[src/rtl/fir_filter_param_if.sv]
// rtl/fir_filter_param_if.sv - sample, coefficient and result signals of fir_filter_param
interface fir_filter_param_if #(
  parameter int DATA_W = 8,
  parameter int COEF_W = 8,
  parameter int TAPS   = 16,
  parameter int OUT_W  = 8
);
  localparam int AW = (TAPS > 1) ? $clog2(TAPS) : 1;

  // sample input handshake
  logic              in_valid;
  logic              in_ready;
  logic [DATA_W-1:0] in_data;

  // coefficient write port
  logic              coef_we;
  logic [AW-1:0]     coef_addr;
  logic [COEF_W-1:0] coef_data;

  // filtered result, one-cycle pulse
  logic              out_valid;
  logic [OUT_W-1:0]  out_data;
  logic              out_sat;

  // sample source / coefficient host / result sink side
  modport master (
    output in_valid, in_data, coef_we, coef_addr, coef_data,
    input  in_ready, out_valid, out_data, out_sat
  );

  // filter side
  modport slave (
    input  in_valid, in_data, coef_we, coef_addr, coef_data,
    output in_ready, out_valid, out_data, out_sat
  );
endinterface

[src/rtl/fir_filter_param.sv]
// rtl/fir_filter_param.sv - time-multiplexed FIR, one MAC per clock, rounded and saturated output
module fir_filter_param #(
  parameter int DATA_W = 8,
  parameter int COEF_W = 8,
  parameter int TAPS   = 16,
  parameter int OUT_W  = 8,
  parameter int SHIFT  = 7
) (
  input  logic         clk,
  input  logic         rst_n,
  fir_filter_param_if.slave bus
);
  localparam int AW     = (TAPS > 1) ? $clog2(TAPS) : 1;
  localparam int PROD_W = DATA_W + COEF_W;
  // clog2(TAPS) guard bits keep the sum of TAPS full-precision products exact
  localparam int ACC_W  = PROD_W + $clog2(TAPS);
  // wide enough to add the rounding constant and compare against the output range
  localparam int RW     = ACC_W + OUT_W + 1;

  localparam logic signed [RW-1:0] RND =
    (SHIFT > 0) ? (RW'(1) << ((SHIFT > 0) ? (SHIFT - 1) : 0)) : '0;
  localparam logic signed [RW-1:0] SAT_MAX =
    {{(RW - OUT_W + 1){1'b0}}, {(OUT_W - 1){1'b1}}};
  localparam logic signed [RW-1:0] SAT_MIN =
    {{(RW - OUT_W + 1){1'b1}}, {(OUT_W - 1){1'b0}}};

  typedef enum logic [1:0] {IDLE, MAC, DONE} state_t;

  state_t                    state_q, state_d;
  logic signed [DATA_W-1:0]  x_q [TAPS];
  logic signed [COEF_W-1:0]  c_q [TAPS];
  logic signed [ACC_W-1:0]   acc_q;
  logic [AW-1:0]             k_q;
  logic [OUT_W-1:0]          out_data_q, out_data_d;
  logic                      out_valid_q;
  logic                      out_sat_q, out_sat_d;

  logic                      accept;
  logic                      coef_wr;
  logic                      last_tap;
  logic signed [PROD_W-1:0]  prod;
  logic signed [RW-1:0]      acc_ext;
  logic signed [RW-1:0]      rounded;

  assign bus.in_ready  = (state_q == IDLE);
  assign bus.out_valid = out_valid_q;
  assign bus.out_data  = out_data_q;
  assign bus.out_sat   = out_sat_q;

  assign accept   = (state_q == IDLE) && bus.in_valid;
  // out-of-range tap indices (possible when TAPS is not a power of two) are dropped
  assign coef_wr  = (state_q == IDLE) && bus.coef_we && (32'(bus.coef_addr) < TAPS);
  assign last_tap = (k_q == AW'(TAPS - 1));
  assign prod     = PROD_W'(x_q[k_q]) * PROD_W'(c_q[k_q]);

  // state register
  always_ff @(posedge clk or negedge rst_n) begin
    if (!rst_n) begin
      state_q <= IDLE;
    end else begin
      state_q <= state_d;
    end
  end

  // next state: one accepted sample walks IDLE -> MAC (TAPS cycles) -> DONE -> IDLE
  always_comb begin
    state_d = state_q;
    unique case (state_q)
      IDLE:    if (bus.in_valid) state_d = MAC;
      MAC:     if (last_tap)     state_d = DONE;
      DONE:    state_d = IDLE;
      default: state_d = IDLE;
    endcase
  end

  // delay line, coefficient store and multiply-accumulate
  always_ff @(posedge clk or negedge rst_n) begin
    if (!rst_n) begin
      for (int i = 0; i < TAPS; i++) begin
        x_q[i] <= '0;
        c_q[i] <= '0;
      end
      acc_q <= '0;
      k_q   <= '0;
    end else begin
      if (accept) begin
        for (int i = TAPS - 1; i > 0; i--) begin
          x_q[i] <= x_q[i-1];
        end
        x_q[0] <= bus.in_data;
        acc_q  <= '0;
        k_q    <= '0;
      end
      // a write in the acceptance cycle lands before the MAC reads it, so it applies to that sample
      if (coef_wr) begin
        c_q[bus.coef_addr] <= bus.coef_data;
      end
      if (state_q == MAC) begin
        acc_q <= acc_q + ACC_W'(prod);
        k_q   <= k_q + AW'(1);
      end
    end
  end

  // round half up, arithmetic shift, then clip to the signed output range
  always_comb begin
    acc_ext    = RW'(acc_q);
    rounded    = (acc_ext + RND) >>> SHIFT;
    out_data_d = rounded[OUT_W-1:0];
    out_sat_d  = 1'b0;
    if (rounded > SAT_MAX) begin
      out_data_d = SAT_MAX[OUT_W-1:0];
      out_sat_d  = 1'b1;
    end else if (rounded < SAT_MIN) begin
      out_data_d = SAT_MIN[OUT_W-1:0];
      out_sat_d  = 1'b1;
    end
  end

  // result register: data holds between pulses, valid/sat are single-cycle
  always_ff @(posedge clk or negedge rst_n) begin
    if (!rst_n) begin
      out_data_q  <= '0;
      out_valid_q <= 1'b0;
      out_sat_q   <= 1'b0;
    end else begin
      out_valid_q <= (state_q == DONE);
      out_sat_q   <= (state_q == DONE) && out_sat_d;
      if (state_q == DONE) begin
        out_data_q <= out_data_d;
      end
    end
  end
endmodule
[src/flat_wrapper.sv]
// flat-port wrapper written by rule: the top's interface ports become plain ports
module fir_filter_param_flat 
#(
  parameter int DATA_W = 8,
  parameter int COEF_W = 8,
  parameter int TAPS   = 16,
  parameter int OUT_W  = 8,
  parameter int SHIFT  = 7
)
  (clk, rst_n, bus_in_valid, bus_in_data, bus_coef_we, bus_coef_addr, bus_coef_data, bus_in_ready, bus_out_valid, bus_out_data, bus_out_sat);
  fir_filter_param_if #(.DATA_W(DATA_W), .COEF_W(COEF_W), .TAPS(TAPS), .OUT_W(OUT_W)) bus_i ();
  input  logic clk;
  input  logic rst_n;
  input wire logic [$bits(bus_i.in_valid)-1:0] bus_in_valid;
  input wire logic [$bits(bus_i.in_data)-1:0] bus_in_data;
  input wire logic [$bits(bus_i.coef_we)-1:0] bus_coef_we;
  input wire logic [$bits(bus_i.coef_addr)-1:0] bus_coef_addr;
  input wire logic [$bits(bus_i.coef_data)-1:0] bus_coef_data;
  output wire logic [$bits(bus_i.in_ready)-1:0] bus_in_ready;
  output wire logic [$bits(bus_i.out_valid)-1:0] bus_out_valid;
  output wire logic [$bits(bus_i.out_data)-1:0] bus_out_data;
  output wire logic [$bits(bus_i.out_sat)-1:0] bus_out_sat;
  assign bus_i.in_valid = bus_in_valid;
  assign bus_i.in_data = bus_in_data;
  assign bus_i.coef_we = bus_coef_we;
  assign bus_i.coef_addr = bus_coef_addr;
  assign bus_i.coef_data = bus_coef_data;
  assign bus_in_ready = bus_i.in_ready;
  assign bus_out_valid = bus_i.out_valid;
  assign bus_out_data = bus_i.out_data;
  assign bus_out_sat = bus_i.out_sat;
  fir_filter_param #(.DATA_W(DATA_W), .COEF_W(COEF_W), .TAPS(TAPS), .OUT_W(OUT_W), .SHIFT(SHIFT)) u_core (.clk(clk), .rst_n(rst_n), .bus(bus_i));
endmodule
[config.mk]
export PLATFORM = sky130hd
export DESIGN_NAME = fir_filter_param_flat
export DESIGN_NICKNAME = d
export VERILOG_FILES = /design/src/rtl/fir_filter_param_if.sv /design/src/rtl/fir_filter_param.sv /design/src/flat_wrapper.sv
export SDC_FILE = /design/constraint.sdc
export NUM_CORES = 1
export LEC_CHECK = 0
export CAP_MARGIN = 20
export CELL_PAD_IN_SITES_DETAIL_PLACEMENT = 1
export CELL_PAD_IN_SITES_GLOBAL_PLACEMENT = 1
export CORE_MARGIN = 2
export CORE_UTILIZATION = 33
export CTS_CLUSTER_DIAMETER = 50
export CTS_CLUSTER_SIZE = 12
export DETAILED_ROUTE_END_ITERATION = 7
export MAX_ROUTING_LAYER = met4
export PLACE_DENSITY_LB_ADDON = 0.1
export SKIP_CTS_REPAIR_TIMING = 1
export SYNTH_ARGS = -nofsm -noshare
export SYNTH_HDL_FRONTEND = slang
export SYNTH_SLANG_ARGS = --single-unit
[constraint.sdc]
create_clock -name clk -period 21.3 [get_ports clk]
set_clock_uncertainty 0.1 [all_clocks]
set_input_delay 5.325 -clock clk [delete_from_list [all_inputs] [get_ports clk]]
set_output_delay 5.325 -clock clk [all_outputs]
set_load 0.005 [all_outputs]
==> run metrics <==
hold path depth=2; synthesized area per cell=11.28 sq um; Cell Chain, Critical Path=buf_4 -> mux4_2 -> mux4_2 -> and2_1 -> inv_1 -> fa_1 -> inv_1 -> fa_1 -> fa_1 -> fa_1 -> fa_1 -> ha_1 -> a2111oi_2 -> inv_1 -> o21a_1 -> o311a_1 -> or3b_1 -> a31o_1 -> mux2_4; root buffer cell=clkbuf_16; WL/cell=19.47 um; DRC violations left=0; Row Count=82; most frequent CP cell=fa_1; grt ovf=0; final wirelength=42.85 mm; worst-skew pair later-pin latency=0.58 ns; slew at the pin closest to its max-slew limit=1.115 ns; via count=10690; flops & latches, synth=292; VDD IR-drop max=0.1128 mV; CTS tree=built; Crit Path Category=flip-flop to flip-flop; DPL Wire Length=28.32 mm; worst path required time=21.65 ns; async set-reset flop share out of synthesis=1.000; dpl ws=12.92 ns; peak per-stage delay on the critical path=0.91 ns; most frequent cells after synthesis=444 x nand2_1, 292 x dfrtp_1, 129 x mux2_2, 104 x inv_1, 88 x fa_1; P per Cell Area=189.1 mW/mm^2; Ant. Diodes=0; worst-path maximum fanout=35; global-route usage over all layers=0.1762; RSZ-0062 raised after global routing=false; synth unique cells=49; GPL Wtd Cong=0.7726; IO Count=35; antenna-violating nets left=0; DR pass1 iterations=4; largest cells by area after synthesis=dfrtp_1 44%, mux4_2 11%, fa_1 11%, nand2_1 10%, mux2_2 8.7%; die height=228.7 um; number of hold violations in the final report=0; Tmin final=8.206 ns; share of cells above drive strength 1=0.1988; Leakage=9.320 nW; Hold Path Class=flip-flop to flip-flop; status=finished, final reports clean; Syn Nets=1637; Seq/Total Area, Yosys=0.4384; largest net degree at the start of global routing=90; Max Freq=121.9 MHz; critical path's slowest cell=dfrtp_4; top cell type's share of synthesized area=0.4384; Ys Warns=0; IO buf count=34; Reg2Reg Depth=19; TNS Setup=0 ns; global-route wire length before repair=70.21 mm; Critical Path Start Type=flip-flop; Setup Viol. Count Final=0; Mapped Cells=1477; Yosys top cell by area=dfrtp_1; drt first-iter violations=480; die footprint=0.05232 sq mm; period utilisation layout=0.3852; Initial Util=0.3336; total core area=0.04997 sq mm; slew margin rel.=0.2529; cts bufs inserted=40; htree depth=2; endpoint kind of the worst setup timing path=flip-flop; # nets final=1661; Clock Path Buffers=3; number of global-route vias before repair=11830; area delta synth->final=14.38%; initial antenna violation count=0; Post-Synthesis Cell Area=0.01667 sq mm; critical path arrival=8.55 ns; Max-cap violations=0; most common flop cell mapped by yosys=dfrtp_1; most frequent cell after synthesis=nand2_1; Worst-path clk slew=0.06 ns; CTS Sinks=292; Die Wd=228.7 um; Slew Viols, Final=0; EDFF count, synth=0; final worst setup slack=13.09 ns; via/cell ratio=4.857
[path summary, 6_finish.rpt]
kind / from / end / slack (ns)
worst max-delay path: u_core.k_q[0]$_DFFE_PN0P_ / u_core.acc_q[19]$_DFFE_PN0P_ / 13.09
worst max register to register: u_core.k_q[0]$_DFFE_PN0P_ / u_core.acc_q[19]$_DFFE_PN0P_ / 13.09
min in group asynchronous: rst_n / u_core.acc_q[14]$_DFFE_PN0P_ / 4.70
worst min register to register: u_core.x_q[7]$_DFFE_PN0P_ / u_core.x_q[7]$_DFFE_PN0P_ / 0.37
max in group asynchronous: rst_n / u_core.c_q[2]$_DFFE_PN0P_ / 14.39
worst min-delay path: u_core.x_q[7]$_DFFE_PN0P_ / u_core.x_q[7]$_DFFE_PN0P_ / 0.37
[cell usage in the layout, fill, tap and decap left out, types with 7 or more instances in the layout]
cell type,Yosys,routed
a21oi_1,7,7
and2_1,39,38
buf_4,0,12
clkbuf_16,0,40
clkdlybuf4s50_1,0,33
dfrtp_1,292,290
fa_1,88,88
ha_1,48,48
inv_1,104,104
mux2_2,129,129
mux4_2,79,79
nand2_1,444,443
nand3_1,21,21
nand4_1,7,7
nor2_1,26,26
o211ai_1,10,10
o21ai_0,29,29
xnor2_1,9,9
xor2_1,15,15
[critical path: cells and delay by family, from the launching register on]
| kind | cells | cell delay (ns) |
|---|---|---|
| buffers and inverters | 4 | 1.04 |
| AND/OR/NAND/NOR | 2 | 0.82 |
| AO/OA/AOI/OAI | 4 | 1.09 |
| multiplexers | 3 | 1.46 |
| flip-flops | 1 | 0.91 |
| adder cells (fa/ha/maj) | 6 | 2.63 |
[state kept, by name, indices dropped and copies added, names as in the netlist]
| signal | count |
|---|---|
| u_core.bus.out_valid | 1 |
| u_core.c_q | 128 |
| u_core.acc_q | 20 |
| u_core.state_q | 2 |
| u_core.k_q | 4 |
| u_core.x_q | 128 |
| u_core.bus.out_sat | 1 |
| u_core.bus.out_data | 8 |
[per-stage QoR]
step	area (sq um)	cells	total power [W]	util	hold WS (ns)
after floorplan	16670	1477	0.002412	-	0.3406
after global placement	17690	2128	0.002939	0.3540	0.3552
after detailed placement	17710	2130	0.002971	0.3544	0.3604
after CTS	19040	2200	0.003675	0.3810	0.3747
after global routing	19060	2201	0.003988	0.3816	0.4024
final	19060	2201	0.003604	0.3816	0.3715
[power by group]
part / leakage [nW] / internal, W / switching, W
registers: 3.88 / 0.000732 / 0.000148
logic: 4.80 / 0.000927 / 0.00113
clock network: 0.643 / 0.000395 / 0.000274
[layer usage]
metal	track usage	routed length [um]
met1	0.2522	21580
met2	0.2626	19280
met3	0.02620	1188
met4	0.04473	805
met5	-	0
[kinds of logic after synthesis]
logic type | Yosys count | share of synthesized area
xor+xnor | 24 | 0.01261
fa+ha+maj | 136 | 0.1417
flops | 292 | 0.4384
simple gates | 563 | 0.1400
compound gates | 82 | 0.03258
mux | 210 | 0.1954
buf+inv | 170 | 0.03926
[final cells by class]
type                            count  area, sq um
Inverter                          104        390.4
Multi-Input combinational cell   1015         8716
Clock inverter                     23        241.5
Timing Repair Buffer               48        474.2
Sequential cell                   292         7315
Fill cell                        5432        30900
Tap cell                          672        840.8
Clock buffer                       47         1087
(Power assumes the default switching activity.)
